`src/rtl/pifctl_regbank_pkg.sv`:
```
// Shared register map and read sub-address helpers for the PIF control register bank.
// Write and read addresses share the XI_PRWA space; sub-addresses follow the scratch count.
package pifctl_regbank_pkg;

  localparam int W_MISC     = 1;
  localparam int W_MASK     = 2;
  localparam int W_STATUS   = 3;
  localparam int R_ID       = 4;
  localparam int W_SCR_BASE = 8;  // room for up to 8 scratch registers at 8..15

  function automatic int sub_misc(input int num_scr);
    return num_scr + 1;
  endfunction

  function automatic int sub_status(input int num_scr);
    return num_scr + 2;
  endfunction

  function automatic int sub_mask(input int num_scr);
    return num_scr + 3;
  endfunction

endpackage

```
`src/rtl/pifctl_rdpipe.sv`:
```
// Byte-wide delay line with asynchronous active-low reset; DEPTH of 0 is a plain wire.
module pifctl_rdpipe #(
  parameter int DEPTH = 2
) (
  input  logic       clk,
  input  logic       rst_n,
  input  logic [7:0] d,
  output logic [7:0] q
);

  if (DEPTH == 0) begin : g_wire
    logic unused_clk;
    assign unused_clk = clk ^ rst_n;
    assign q = d;
  end else begin : g_regs
    logic [7:0] stage [DEPTH];

    always_ff @(posedge clk or negedge rst_n) begin
      if (!rst_n) begin
        for (int i = 0; i < DEPTH; i++) stage[i] <= '0;
      end else begin
        stage[0] <= d;
        for (int i = 1; i < DEPTH; i++) stage[i] <= stage[i-1];
      end
    end

    assign q = stage[DEPTH-1];
  end

endmodule

```
`src/rtl/pifctl_regbank.sv`:
```
// PIF control register bank: scratch, misc, sticky event status with W1C/mask/irq, pipelined readback.
// Optional PIFCTL_RDCLR_EN: a completed host read of the status byte clears the bits it returned.
module pifctl_regbank
  import pifctl_regbank_pkg::*;
#(
  parameter int          XA_W      = 4,
  parameter int          SUBA_W    = 4,
  parameter int          DATA_W    = 6,
  parameter int          NUM_SCR   = 2,
  parameter int          MISC_W    = 4,
  parameter int          NUM_EVT   = 4,
  parameter int          RD_STAGES = 3,
  parameter logic [7:0]  ID_BYTE   = 8'h50
) (
  input  logic              xclk,
  input  logic              sys_rst,
  input  logic              XI_PWr,
  input  logic [XA_W-1:0]   XI_PRWA,
  input  logic              XI_PRdFinished,
  input  logic [SUBA_W-1:0] XI_PRdSubA,
  input  logic [DATA_W-1:0] XI_PD,
  input  logic [NUM_EVT-1:0] evt_in,
  output logic [7:0]        XO,
  output logic [MISC_W-1:0] MiscReg,
  output logic              irq
);

  localparam logic [XA_W-1:0]   A_MISC   = XA_W'(W_MISC);
  localparam logic [XA_W-1:0]   A_MASK   = XA_W'(W_MASK);
  localparam logic [XA_W-1:0]   A_STATUS = XA_W'(W_STATUS);
  localparam logic [XA_W-1:0]   A_RID    = XA_W'(R_ID);
  localparam logic [SUBA_W-1:0] S_MISC   = SUBA_W'(sub_misc(NUM_SCR));
  localparam logic [SUBA_W-1:0] S_STATUS = SUBA_W'(sub_status(NUM_SCR));
  localparam logic [SUBA_W-1:0] S_MASK   = SUBA_W'(sub_mask(NUM_SCR));

  logic [DATA_W-1:0]  scr [NUM_SCR];
  logic [MISC_W-1:0]  misc;
  logic [NUM_EVT-1:0] mask, status, status_next, evt_q, rise, clr;

  // Read pipeline state: stage1 snapshot, stage2 selected byte, stage3 R_ID gate.
  logic [SUBA_W-1:0]  s1;
  logic               s1_hit, s2_hit;
  logic [DATA_W-1:0]  s1_scr [NUM_SCR];
  logic [MISC_W-1:0]  s1_misc;
  logic [NUM_EVT-1:0] s1_status, s1_mask;
  logic [7:0]         sub_byte, sub_out, reg_out;

`ifdef PIFCTL_RDCLR_EN
  logic [NUM_EVT-1:0] rd_clr;
  assign rd_clr = (XI_PRdFinished && XI_PRWA == A_RID && s1_hit && s1 == S_STATUS)
                  ? s1_status : '0;
`else
  logic unused_rdfin;
  assign unused_rdfin = XI_PRdFinished;
`endif

  // NOTE: combinational blocks assign every output a default first so no path infers a latch.
  always_comb begin
    rise = evt_in & ~evt_q;
    clr  = '0;
    if (XI_PWr && XI_PRWA == A_STATUS) clr = XI_PD[NUM_EVT-1:0];
`ifdef PIFCTL_RDCLR_EN
    clr = clr | rd_clr;
`endif
    status_next = (status & ~clr) | rise;  // a same-cycle rise beats any clear
  end

  // NOTE: all state updates are non-blocking so each flop samples pre-edge values.
  always_ff @(posedge xclk or negedge sys_rst) begin
    if (!sys_rst) begin
      // NOTE: the scratch array is a few flops, not a RAM, so it is reset like any register.
      for (int k = 0; k < NUM_SCR; k++) scr[k] <= '0;
      misc    <= '0;
      mask    <= '0;
      status  <= '0;
      evt_q   <= '0;
      MiscReg <= '0;
      irq     <= 1'b0;
    end else begin
      evt_q   <= evt_in;
      status  <= status_next;
      irq     <= |(status_next & mask);
      MiscReg <= misc;
      if (XI_PWr) begin
        for (int k = 0; k < NUM_SCR; k++)
          if (XI_PRWA == XA_W'(W_SCR_BASE + k)) scr[k] <= XI_PD;
        if (XI_PRWA == A_MISC) misc <= XI_PD[MISC_W-1:0];
        if (XI_PRWA == A_MASK) mask <= XI_PD[NUM_EVT-1:0];
      end
    end
  end

  always_comb begin
    sub_byte = {4'h6, 4'(s1)};
    if (s1 == '0) sub_byte = ID_BYTE;
    for (int k = 0; k < NUM_SCR; k++)
      if (s1 == SUBA_W'(k + 1)) sub_byte = {2'b01, 6'(s1_scr[k])};
    if (s1 == S_MISC)   sub_byte = {4'h5, 4'(s1_misc)};
    if (s1 == S_STATUS) sub_byte = 8'(s1_status);
    if (s1 == S_MASK)   sub_byte = 8'(s1_mask);
  end

  always_ff @(posedge xclk or negedge sys_rst) begin
    if (!sys_rst) begin
      s1        <= '0;
      s1_hit    <= 1'b0;
      for (int k = 0; k < NUM_SCR; k++) s1_scr[k] <= '0;
      s1_misc   <= '0;
      s1_status <= '0;
      s1_mask   <= '0;
      sub_out   <= '0;
      s2_hit    <= 1'b0;
      reg_out   <= '0;
    end else begin
      s1        <= XI_PRdSubA;
      s1_hit    <= (XI_PRWA == A_RID);
      for (int k = 0; k < NUM_SCR; k++) s1_scr[k] <= scr[k];
      s1_misc   <= misc;
      s1_status <= status;
      s1_mask   <= mask;
      sub_out   <= sub_byte;
      s2_hit    <= s1_hit;
      reg_out   <= s2_hit ? sub_out : 8'h00;
    end
  end

  pifctl_rdpipe #(.DEPTH(RD_STAGES - 1)) u_tail (
    .clk   (xclk),
    .rst_n (sys_rst),
    .d     (reg_out),
    .q     (XO)
  );

endmodule

```
`config.mk`:
```
export PLATFORM = sky130hd
export DESIGN_NAME = pifctl_regbank
export DESIGN_NICKNAME = d
export VERILOG_FILES = /design/src/rtl/pifctl_regbank_pkg.sv /design/src/rtl/pifctl_rdpipe.sv /design/src/rtl/pifctl_regbank.sv
export SDC_FILE = /design/constraint.sdc
export NUM_CORES = 1
export LEC_CHECK = 0
export CORE_MARGIN = 5
export CORE_UTILIZATION = 54
export DETAILED_ROUTE_END_ITERATION = 16
export PLACE_DENSITY = 0.84
export SLEW_MARGIN = 20
export SYNTH_ARGS = -nofsm -noshare
export SYNTH_HDL_FRONTEND = slang
export SYNTH_SLANG_ARGS = --single-unit
```
`constraint.sdc`:
```
create_clock -name xclk -period 1.9 [get_ports xclk]
set_clock_uncertainty 0.2 [all_clocks]
set_input_delay 0.57 -clock xclk [delete_from_list [all_inputs] [get_ports xclk]]
set_output_delay 0.57 -clock xclk [all_outputs]
set_load 0.01 [all_outputs]
```
# Yosys cells after proc, flatten, opt, wreduce, memory -nomap -nowiden
# Index checks and enable logic that the tools add are counted.
# W data, S select, Z words.
# classes
eq_ne	11
mux	8
bitwise	6
reduce_logical	7
# op_table
operator	count
$mux W8	6
$eq A4 B2 Y1 const B	4
$and A4 B4 Y4	3
$eq A4 B3 Y1 const B	3
$eq A4 B1 Y1 const B	2
$eq A4 B4 Y1 const B	2
$not A4 Y4	2
$reduce_and A2 Y1	4
$mux W6	1
$logic_not A4 Y1	1
$mux W4	1
$or A4 B4 Y4	1
$reduce_or A4 Y1	1
$logic_and A1 B1 Y1	1
# totals
reg_bits	91
inputBits	22
out_inout_bits	13
word_cells	51

# Depth between registers and ports, before layout
# Gate-level depths: netlist of run 1.
# logic_depth
depth_word	8
depth_mapped	5
ltp_nobuf	5

# Modules after synthesis
# From an unflattened synthesis of run 1, not the netlist that was laid out.
# hier_totals
cells_unflattened	202
area_unflattened_um2	3046.7
# modules_own_cells
module	instances	area_each_um2	cells_each	seq_area_each_um2
pifctl_regbank	1	2586.2	178	1826.8
pifctl_rdpipe	1	460.4	24	400.4

# Least setup slack after synthesis of run 1
# Ideal clock, no wire load.
# synth_timing
path_kind	input-to-reg
startpoint	in XI_PRWA[2]
endpoint	reg scr[10] (netlist bit)
path_buffers	0
setup_time_ps	125
t_required_ps	1575
slack_ps	134
arrival_ps	1441
path_stages	4
path_cell_list	and2b_2 nand2_1 nor3_4 mux2_2
# synth_via
elab_chain_len	2
# synth_rtl
item	line	text
start, declared	pifctl_regbank.sv:18	input logic [XA_W-1:0] XI_PRWA,
$eq A4 B4 Y1	pifctl_regbank.sv:86	if (XI_PRWA == XA_W'(W_SCR_BASE + k)) scr[k] <= XI_PD;
$reduce_and A2 Y1 (no source line)	n/a	
end signal, assigned by index	pifctl_regbank.sv:86	
end, declared	pifctl_regbank.sv:36	logic [DATA_W-1:0] scr [NUM_SCR];
# Every way passes these cells.
# A chain may end at the register's enable or synchronous reset.

# Final worst setup path of run 1
# layout_timing
startpoint	in XI_PRWA[0]
endpoint	reg mask[0]
# layout_via
elab_chain_len	2
# layout_rtl
item	line	text
$eq A4 B2 Y1	pifctl_regbank.sv:88	if (XI_PRWA == A_MASK) mask <= XI_PD[NUM_EVT-1:0];
$reduce_and A2 Y1 (no source line)	n/a	
end signal, assigned	pifctl_regbank.sv:88	
end, declared	pifctl_regbank.sv:38	logic [NUM_EVT-1:0] mask, status, status_next, evt_q, rise, clr;
# Every way passes these cells.

==> reports/results.tsv, run 1 <==
metric	value	unit
Comb pwr share	0.101	
hold_sp	reg_out[0]	
commonest non-fill, non-tap cell in the layout	dfrtp_1	
die width	85.15	um
flop2flop setup slack	150	ps
Post-Synthesis Net Count	221	
worst setup margin	85.40	ps
num rows	27	
Port Buf Inserts	32	
clock share of power	0.325	
layout cell share with drive strength beyond 1	0.2490	
DIE HEIGHT	85.15	um
placer's final routability congestion estimate	0.8942	
DR pass1 iterations	4	
commonest cells after routing, fill and taps aside	87 x dfrtp_1, 16 x mux2_2, 16 x clkdlybuf4s50_1	
CTS tree	yes	
Mean Syn Cell Area	15.32	um2
required time worst endpoint	1930	ps
fmax	0.5511	GHz
Critical Path AT	1850	ps
mean routed wirelength per cell	15.47	um
peak supply drop	820.4	uV
Worst path max stage delay	420	ps
Worst Hold Endpoint	u_tail.g_regs.stage[8]	
Pleak	1.742	nW
post-synth cell types	39	
Synth Flop Type	dfrtp_1	
fin nets	266	
Pint	2.919	mW
status	completed	
Ys Warns	0	
vias	1682	
Slew HR	0.6489	
Max-Cap Viols	0	
post-layout min period	1815	ps
full die area	0.007250	mm2
EDFF count, synth	0	
Setup WS pre-CTS	-406.7	ps
Clk Latency, worst-skew pair	340	ps
Hold Worst Slack	151.5	ps
Sequential Power Share	0.575	
RSZ-0062 raised after global routing	false	
synthesis-stage register bit count	87	
TritonCTS Sinks	87	
Mapped Cells	199	
fill count	376	
crit path cell chain	clkdlybuf4s50_1 -> buf_4 -> and4bb_4 -> mux2_2	
period utilization	0.9551	
initial antenna violation count	0	
final core occ	0.6728	
# H-tree levels	3	
vias per cell	5.240	
Final ANT Viol Nets	0	
Reg-to-Reg End	sub_out[2]	
Mapped Area	0.003049	mm2
Worst Hold Depth	0	
diodes inserted	0	
largest net degree at the start of global routing	32	
Seq/Total Area, Yosys	0.7140	
Critical Path Sink Type	register	
switching part of the total power	0.2389	
Max Buffers Root-to-Sink	2	
DRC	0	
worst-path maximum fanout	4	
vias in the first global route	1825	
Net Sw Power	0.9163	mW
Hold Path Class	register to register	
clk root buf	clkbuf_8	
Clk pin slew, worst setup/hold paths	80	ps
first-pass GRT wire length	8556	um
# setup viols final	0	
Setup TNS	0	ps
Overflow after GRT	0	
Initial DRC Count	83	
initial cell density of the core	0.5537	
R2R cell count	3	
PwrDens	1035	mW/mm2
Critical-path top delay cell	clkdlybuf4s50_1	
Hold Fails Final Rpt	0	
kind of critical path	primary input to register	
Core Box Area	0.005507	mm2
startpoint types	primary input	
worst r2r src	s1[1]	
area grow syn2layout	21.50	%
io pins	35	
gr usage total	0.1530	
Final Routed Wirelength	4967	um
CTS buffer count	9	
asr flop ratio synth	1.000	
worst-margin pin slew	520.0	ps
DP HPWL	3480	um
Max Slew Vio Count	0	
-- critical path: cells and delay by family --
kind | cells | cell delay (ps)
buffers and inverters | 2 | 580
AND/OR/NAND/NOR | 1 | 340
multiplexers | 1 | 340
-- layer usage --
| layer | global-route usage | wire [um] |
|---|---|---|
| met1 | 0.1944 | 2150 |
| met2 | 0.2373 | 2370 |
| met3 | 0.03107 | 250 |
| met5 | 0 | 0 |
| met4 | 0.1022 | 195 |
-- per-stage QoR --
| step | cell area [um2] | instances | total power [mW] |
|---|---|---|---|
| global placement | 3493 | 303 | 2.619 |
| CTS | 3687 | 320 | 3.871 |
| global route | 3705 | 321 | 4.008 |
| finish | 3705 | 321 | 3.835 |
| detailed placement | 3493 | 303 | 2.646 |
| floorplan | 3049 | 199 | 2.411 |
-- synth_stat cells, types with 2 or more instances --
| cell | instances | area, um2 |
|---|---|---|
| a31oi_1 | 5 | 31.28 |
| inv_1 | 7 | 26.28 |
| buf_4 | 10 | 75.07 |
| and2_1 | 7 | 43.79 |
| o211ai_1 | 2 | 15.01 |
| mux2_4 | 4 | 60.06 |
| nor2_1 | 2 | 7.510 |
| a32o_1 | 2 | 20.02 |
| mux2_2 | 16 | 180.2 |
| o21ai_0 | 5 | 25.02 |
| a21oi_1 | 4 | 20.02 |
| dfrtp_1 | 87 | 2177 |
| a21o_1 | 4 | 30.03 |
| and4bb_4 | 2 | 32.53 |
| nor2b_1 | 6 | 37.54 |
| o221ai_1 | 2 | 17.52 |
| nand4b_1 | 2 | 17.52 |
| or2_2 | 2 | 12.51 |
| mux2i_1 | 3 | 30.03 |
| nand4_1 | 3 | 18.77 |
| nand2_1 | 6 | 22.52 |
-- power by group through the flow --
stage	clock network [mW]	logic, mW	registers, mW
2_1_floorplan	0	0.203	2.21
3_3_place_gp	0	0.388	2.23
3_5_place_dp	0	0.406	2.24
4_1_cts	1.28	0.391	2.20
5_1_grt	1.35	0.424	2.23
6_report	1.25	0.386	2.20
-- cell type report --
class	count	area (um2)	area share
Sequential cell	87	2177	0.5876
Multi-Input combinational cell	92	753.2	0.2033
Timing Repair Buffer	46	459.2	0.1239
Clock buffer	9	123.9	0.03343
Tap cell	72	90.09	0.02432
Clock inverter	7	71.32	0.01925
Inverter	8	30.03	0.008105
-- kinds of logic (layout without fill, tap and decap cells) --
logic type | count (synthesis) | count (layout) | synth area share
buffers and inverters | 20 | 70 | 0.03980
and+or+nand+nor | 40 | 40 | 0.09315
muxes | 23 | 23 | 0.08863
AOI/OAI and AO/OA | 28 | 28 | 0.06319
other | 1 | 1 | 0.001230
DFF | 87 | 87 | 0.7140
-- state kept, by name (all words and copies together) (netlist names) --
| signal | cells |
|---|---|
| s1_scr | 12 |
| scr | 12 |
| reg_out | 7 |
| sub_out | 7 |
| u_tail.g_regs.stage | 7 |
| u_tail.q | 7 |
| evt_q | 4 |
| mask | 4 |
| misc | 4 |
| s1 | 4 |
| s1_mask | 4 |
| s1_misc | 4 |
| s1_status | 4 |
| status | 4 |
| irq | 1 |
| s1_hit | 1 |
| s2_hit | 1 |
-- how the worst max path moves through the flow --
stage	end	from	slack [ps]	cells after the start
6_report	mask[0]	XI_PRWA[0]	90	4
5_1_grt	scr[5]	XI_PRWA[1]	40	3
4_1_cts	scr[8]	XI_PRWA[2]	-20	6
3_5_place_dp	scr[8]	XI_PRWA[2]	-410	6
3_3_place_gp	misc[2]	XI_PRWA[3]	-360	4
2_1_floorplan	scr[10]	XI_PRWA[2]	130	4
-- timing repair --
action                                 CTS  global route
resized for setup                       14             4
hold buffers                             1             0
pin swaps                                0             2
setup endpoints to repair               19            14
endpoints found under the hold margin   26             0
buffers inserted                         0             1
(Power assumes the default switching activity.)
==> run 2: changes to the inputs <==
--- a/config.mk
+++ b/config.mk
@@ -6,9 +6,11 @@
 export NUM_CORES = 1
 export LEC_CHECK = 0
 export CORE_MARGIN = 5
-export CORE_UTILIZATION = 54
+export CORE_UTILIZATION = 60
+export CTS_CLUSTER_SIZE = 12
 export DETAILED_ROUTE_END_ITERATION = 16
-export PLACE_DENSITY = 0.84
+export DONT_BUFFER_PORTS = 1
+export PLACE_DENSITY = 0.83
 export SLEW_MARGIN = 20
 export SYNTH_ARGS = -nofsm -noshare
 export SYNTH_HDL_FRONTEND = slang
==> reports/results.tsv, run 2 (synthesis results as in run 1) <==
metric	value	unit
Critical-path top delay cell	dfrtp_1	
cts repair resizes	0	
period utilization	0.9068	
Final ANT Viol Nets	0	
fill count	364	
fin nets	221	
first-pass GRT wire length	7997	um
Setup TNS	0	ps
biggest regs	s1_scr x12, scr x12	
Hold Fails Final Rpt	87	
DP HPWL	3149	um
Reg-to-Reg End	sub_out[1]	
kind of critical path	register to register	
Overflow after GRT	0	
vias per cell	5.516	
flop2flop setup slack	180	ps
mean routed wirelength per cell	17.13	um
initial antenna violation count	0	
clock share of power	0.314	
Core Box Area	0.005010	mm2
initial cell density of the core	0.6086	
Clk Latency, worst-skew pair	350	ps
Worst Path Buf+Inv	1	
worst-path maximum fanout	10	
diodes inserted	0	
DIE HEIGHT	81.29	um
Net Sw Power	0.8614	mW
commonest non-fill, non-tap cell in the layout	dfrtp_1	
placer's final routability congestion estimate	0.7520	
die width	81.29	um
commonest cells after routing, fill and taps aside	87 x dfrtp_1, 16 x mux2_2, 9 x clkbuf_8	
# H-tree levels	3	
R2R cell count	4	
Max Buffers Root-to-Sink	2	
crit path cell chain	inv_2 -> a211oi_1 -> o221ai_1 -> a32o_1	
area grow syn2layout	5.704	%
DRC	0	
Hold Path Class	primary input to asynchronous set/reset pin	
layout cell share with drive strength beyond 1	0.2315	
Setup Buffers After CTS	0	
Pleak	1.453	nW
Sequential Power Share	0.625	
vias	1506	
Comb pwr share	0.060	
switching part of the total power	0.2419	
Worst path max stage delay	570	ps
RSZ-0062 raised after global routing	false	
Hold Worst Slack	-292.3	ps
worst r2r src	s1[0]	
fmax	0.5804	GHz
num rows	26	
post-layout min period	1723	ps
Clk pin slew, worst setup/hold paths	90	ps
Critical Path AT	1750	ps
required time worst endpoint	1930	ps
final core occ	0.6434	
DR pass1 iterations	4	
violated checks	negative hold slack	
CTS tree	yes	
Pint	2.700	mW
Initial DRC Count	73	
PwrDens	1105	mW/mm2
gr usage total	0.1694	
startpoint types	register	
status	complete, but fails checks	
# setup viols final	0	
CTS buffer count	9	
Final Routed Wirelength	4676	um
Port Buf Inserts	0	
peak supply drop	669.9	uV
Critical Path Sink Type	register	
TritonCTS Sinks	87	
io pins	35	
full die area	0.006607	mm2
largest net degree at the start of global routing	88	
vias in the first global route	1638	
cell family with the largest share of critical-path delay	compound AO/OA/AOI/OAI gates	
Max-Cap Viols	0	
clk root buf	clkbuf_8	
Max Slew Vio Count	0	
run 2: changes by cell type in the layout (fill, tap and decap cells not counted), moves of 2 or more:
cell / before / now
dlymetal6s2s_1: 3 / 0
dlygate4sd2_1: 12 / 0
clkinvlp_4: 0 / 2
clkdlybuf4s50_1: 16 / 0
buf_4: 10 / 1
buf_12: 3 / 0
clkinv_2: 3 / 1
run 2: through the flow:
step | hold WS (ps) | cell area (um2) | total power, mW | cells | setup slack [ps]
finish | -292.3 | 3223 | 3.561 | 273 | 177.1
global route | -323.7 | 3223 | 3.716 | 273 | 35.21
CTS | -313.6 | 3223 | 3.597 | 273 | 191.2
detailed placement | 76.75 | 3053 | 2.481 | 258 | 26.54
global placement | 76.32 | 3053 | 2.452 | 258 | 52.35
floorplan | 74.41 | 3049 | 2.411 | 199 | 134.2
run 2: per-layer routing:
layer,global-route usage,vias to the layer above,wire length (um)
met5,0,-,0
met4,0.1115,0,147
met3,0.06874,14,317
met2,0.2484,50,2273
met1,0.2061,754,1938
li1,-,688,-
run 2: area by class of cell:
class | count | area [um2] | area share
clock inverters | 6 | 46.29 | 0.01436
well taps | 70 | 87.58 | 0.02717
inverters | 8 | 30.03 | 0.009317
flip-flops and latches | 87 | 2177 | 0.6755
clock buffers | 9 | 123.9 | 0.03843
multi-input cells | 92 | 750.7 | 0.2329
repair buffers | 1 | 7.507 | 0.002329
run 2: worst max path at each step:
stage,startpoint,endpoint,slack (ps),cells past startpoint
after global placement,XI_PRWA[2],scr[11],50,4
after CTS,s1[0],sub_out[1],190,4
after floorplan,XI_PRWA[2],scr[10],130,4
after global routing,s1[1],sub_out[2],40,3
after detailed placement,XI_PRWA[2],scr[11],30,4
final,s1[0],sub_out[1],180,4
run 2: power groups by stage:
stage | registers (mW) | logic [mW] | clock network [mW]
3_5_place_dp | 2.27 | 0.215 | 0
3_3_place_gp | 2.25 | 0.201 | 0
6_report | 2.23 | 0.215 | 1.12
5_1_grt | 2.26 | 0.240 | 1.22
4_1_cts | 2.23 | 0.216 | 1.15
2_1_floorplan | 2.21 | 0.203 | 0
==> run 3: changes to the inputs <==
--- a/config.mk
+++ b/config.mk
@@ -5,6 +5,7 @@
 export SDC_FILE = /design/constraint.sdc
 export NUM_CORES = 1
 export LEC_CHECK = 0
+export CAP_MARGIN = 25
 export CORE_MARGIN = 5
 export CORE_UTILIZATION = 60
 export CTS_CLUSTER_SIZE = 12
==> results of run 3 <==
The final DEF is identical to that of run 2; final timing and power are the same.
==> patch, RTL diff (settings of run 1) <==
Reset style: synchronous (`rst_n` and `sys_rst`), changed in 3 clocked blocks. Comments in the files are not updated.
--- a/src/rtl/pifctl_rdpipe.sv
+++ b/src/rtl/pifctl_rdpipe.sv
@@ -15,7 +15,7 @@
   end else begin : g_regs
     logic [7:0] stage [DEPTH];
 
-    always_ff @(posedge clk or negedge rst_n) begin
+    always_ff @(posedge clk) begin
       if (!rst_n) begin
         for (int i = 0; i < DEPTH; i++) stage[i] <= '0;
       end else begin
--- a/src/rtl/pifctl_regbank.sv
+++ b/src/rtl/pifctl_regbank.sv
@@ -66,7 +66,7 @@
   end
 
   // NOTE: all state updates are non-blocking so each flop samples pre-edge values.
-  always_ff @(posedge xclk or negedge sys_rst) begin
+  always_ff @(posedge xclk) begin
     if (!sys_rst) begin
       // NOTE: the scratch array is a few flops, not a RAM, so it is reset like any register.
       for (int k = 0; k < NUM_SCR; k++) scr[k] <= '0;
@@ -100,7 +100,7 @@
     if (s1 == S_MASK)   sub_byte = 8'(s1_mask);
   end
 
-  always_ff @(posedge xclk or negedge sys_rst) begin
+  always_ff @(posedge xclk) begin
     if (!sys_rst) begin
       s1        <= '0;
       s1_hit    <= 1'b0;
Check against the original RTL: differs if sys_rst is asserted again (counterexample within 4 cycles, from zero or initial values and one cycle with sys_rst low); with sys_rst held inactive, the same outputs for 10 cycles.
==> patch against run 1 <==
Sequential cell count unchanged. Hold slack better by 0.084 ns. Setup slack worse by 0.069 ns. Synthesized area down 0.82%. Design area down 2.1%. Critical endpoint is now status[3]$_SDFF_PN0_. Maximum frequency down 3.7%. Non-clock buffer count up 10. Critical path depth up 1. Clock power down 18%. Power down 17%. Routed wire length down 2.8%. Core utilization down 1.0 points.
==> patch: results (changes against run 1) <==
crit_arrival_ns: 1.93  # +0.08 ns
reg.largest.list: "u_tail.g_regs.stage x14, s1_scr x12, scr x12"
grt_max_degree: 22  # -31%
via_per_inst: 4.942  # -5.7%
inverters: 6  # -2
r2r-start: "s1[2]$_SDFF_PN0_"
buffer_area_share_pct: 13.38  # +0.99 points
p_leak_nw: 1.563  # -10%
ir_drop_mv: 0.5087  # -38%
r2r_cells: 4  # +1
nNetsFinal: 342  # +29%
vias: 1957  # +16%
dpl.cell_count: 381  # +26%
ctsHoldBuffers: 0  # -1
seq_area_frac_synth_pct: 61.56  # -9.8 points
routed_wl_microns: 4829  # -2.8%
status: "finished clean"
ys_top_cells_by_area: "dfxtp_1 50%, edfxtp_1 12%, and2_1 9.7%"
synth_nets: 297  # +34%
grt_pass1_wl_microns: 8293  # -3.1%
grt.total_usage_pct: 14.80  # -0.50 points
synth_cells: 275  # +38%
netlist_top_cells_count: "75 x dfxtp_1, 47 x and2_1, 17 x o21ai_0"
r2r-end: "sub_out[0]$_SDFF_PN0_"
yosys-mux-area-fraction_pct: 4.013  # -4.9 points
fillers: 459  # +22%
fin_hold_ws_ns: 0.2350  # +0.08356 ns
synth_compound_area_share_pct: 7.654  # +1.3 points
rrSetupSlack_ns: 0.22  # +0.07 ns
synth_edf_count: 12  # +12
dpl_worst_slack_ns: -0.3590  # +0.04770 ns
min_from: "reg_out[2]$_SDFF_PN0_"
worst_path_largest_cell_delay_ns: 0.55  # +0.13 ns
setup.worst_path.end: "status[3]$_SDFF_PN0_"
drtIter0Drc: 97  # +17%
multi_input_area_sq_um: 1016  # +35%
grt_pass1_vias: 1893  # +3.7%
multi_input_gates: 160  # +74%
buffers: 56  # +22%
cts_max_level: 3  # unchanged
synthDistinctLibCells: 37  # -5.1%
clk_share_pct: 4.174  # -1.1 points
critPathMaxFanout: 5  # +1
holdPathStages: 1  # +1
worst_pin_slew_ns: 0.5153  # -0.004672 ns
flops_and_latches: 87  # unchanged
design_area_sq_um: 3627  # -2.1%
regArea_sq_um: 1862  # -14%
period_minus_slack_ns: 1.884  # +0.06918 ns
==> patch: cell count changes after synthesis, sizes merged, moves of 8 or more <==
| cell | change |
|---|---|
| o21ai | +13 |
| nor2 | +9 |
| and2 | +39 |
| mux2i | +8 |
| edfxtp | +12 |
| and3 | +16 |
| dfrtp | -87 |
| mux2 | -19 |
| dfxtp | +75 |
| clkbuf | +10 |
==> patch: power groups by stage <==
stage               registers (mW)  logic [mW]  clock network [mW]
floorplan                     1.99       0.121                   0
global placement              2.00       0.208                   0
detailed placement            2.00       0.216                   0
CTS                           1.96       0.215                1.08
global route                  1.97       0.238                1.15
finish                        1.96       0.213                1.03
==> patch: what timing repair did <==
action,in CTS,in global routing
hold endpoints to repair,0,0
pin swaps,0,0
endpoints found under the setup margin,12,5
resized for setup,12,1
==> patch: per-layer routing <==
metal	global-route usage (%)	vias to the layer above	wire, microns
met3	5.437	5	271
met4	7.626	0	88
li1	-	1002	-
met1	15.45	905	1931
met5	0	-	0
met2	25.98	45	2538
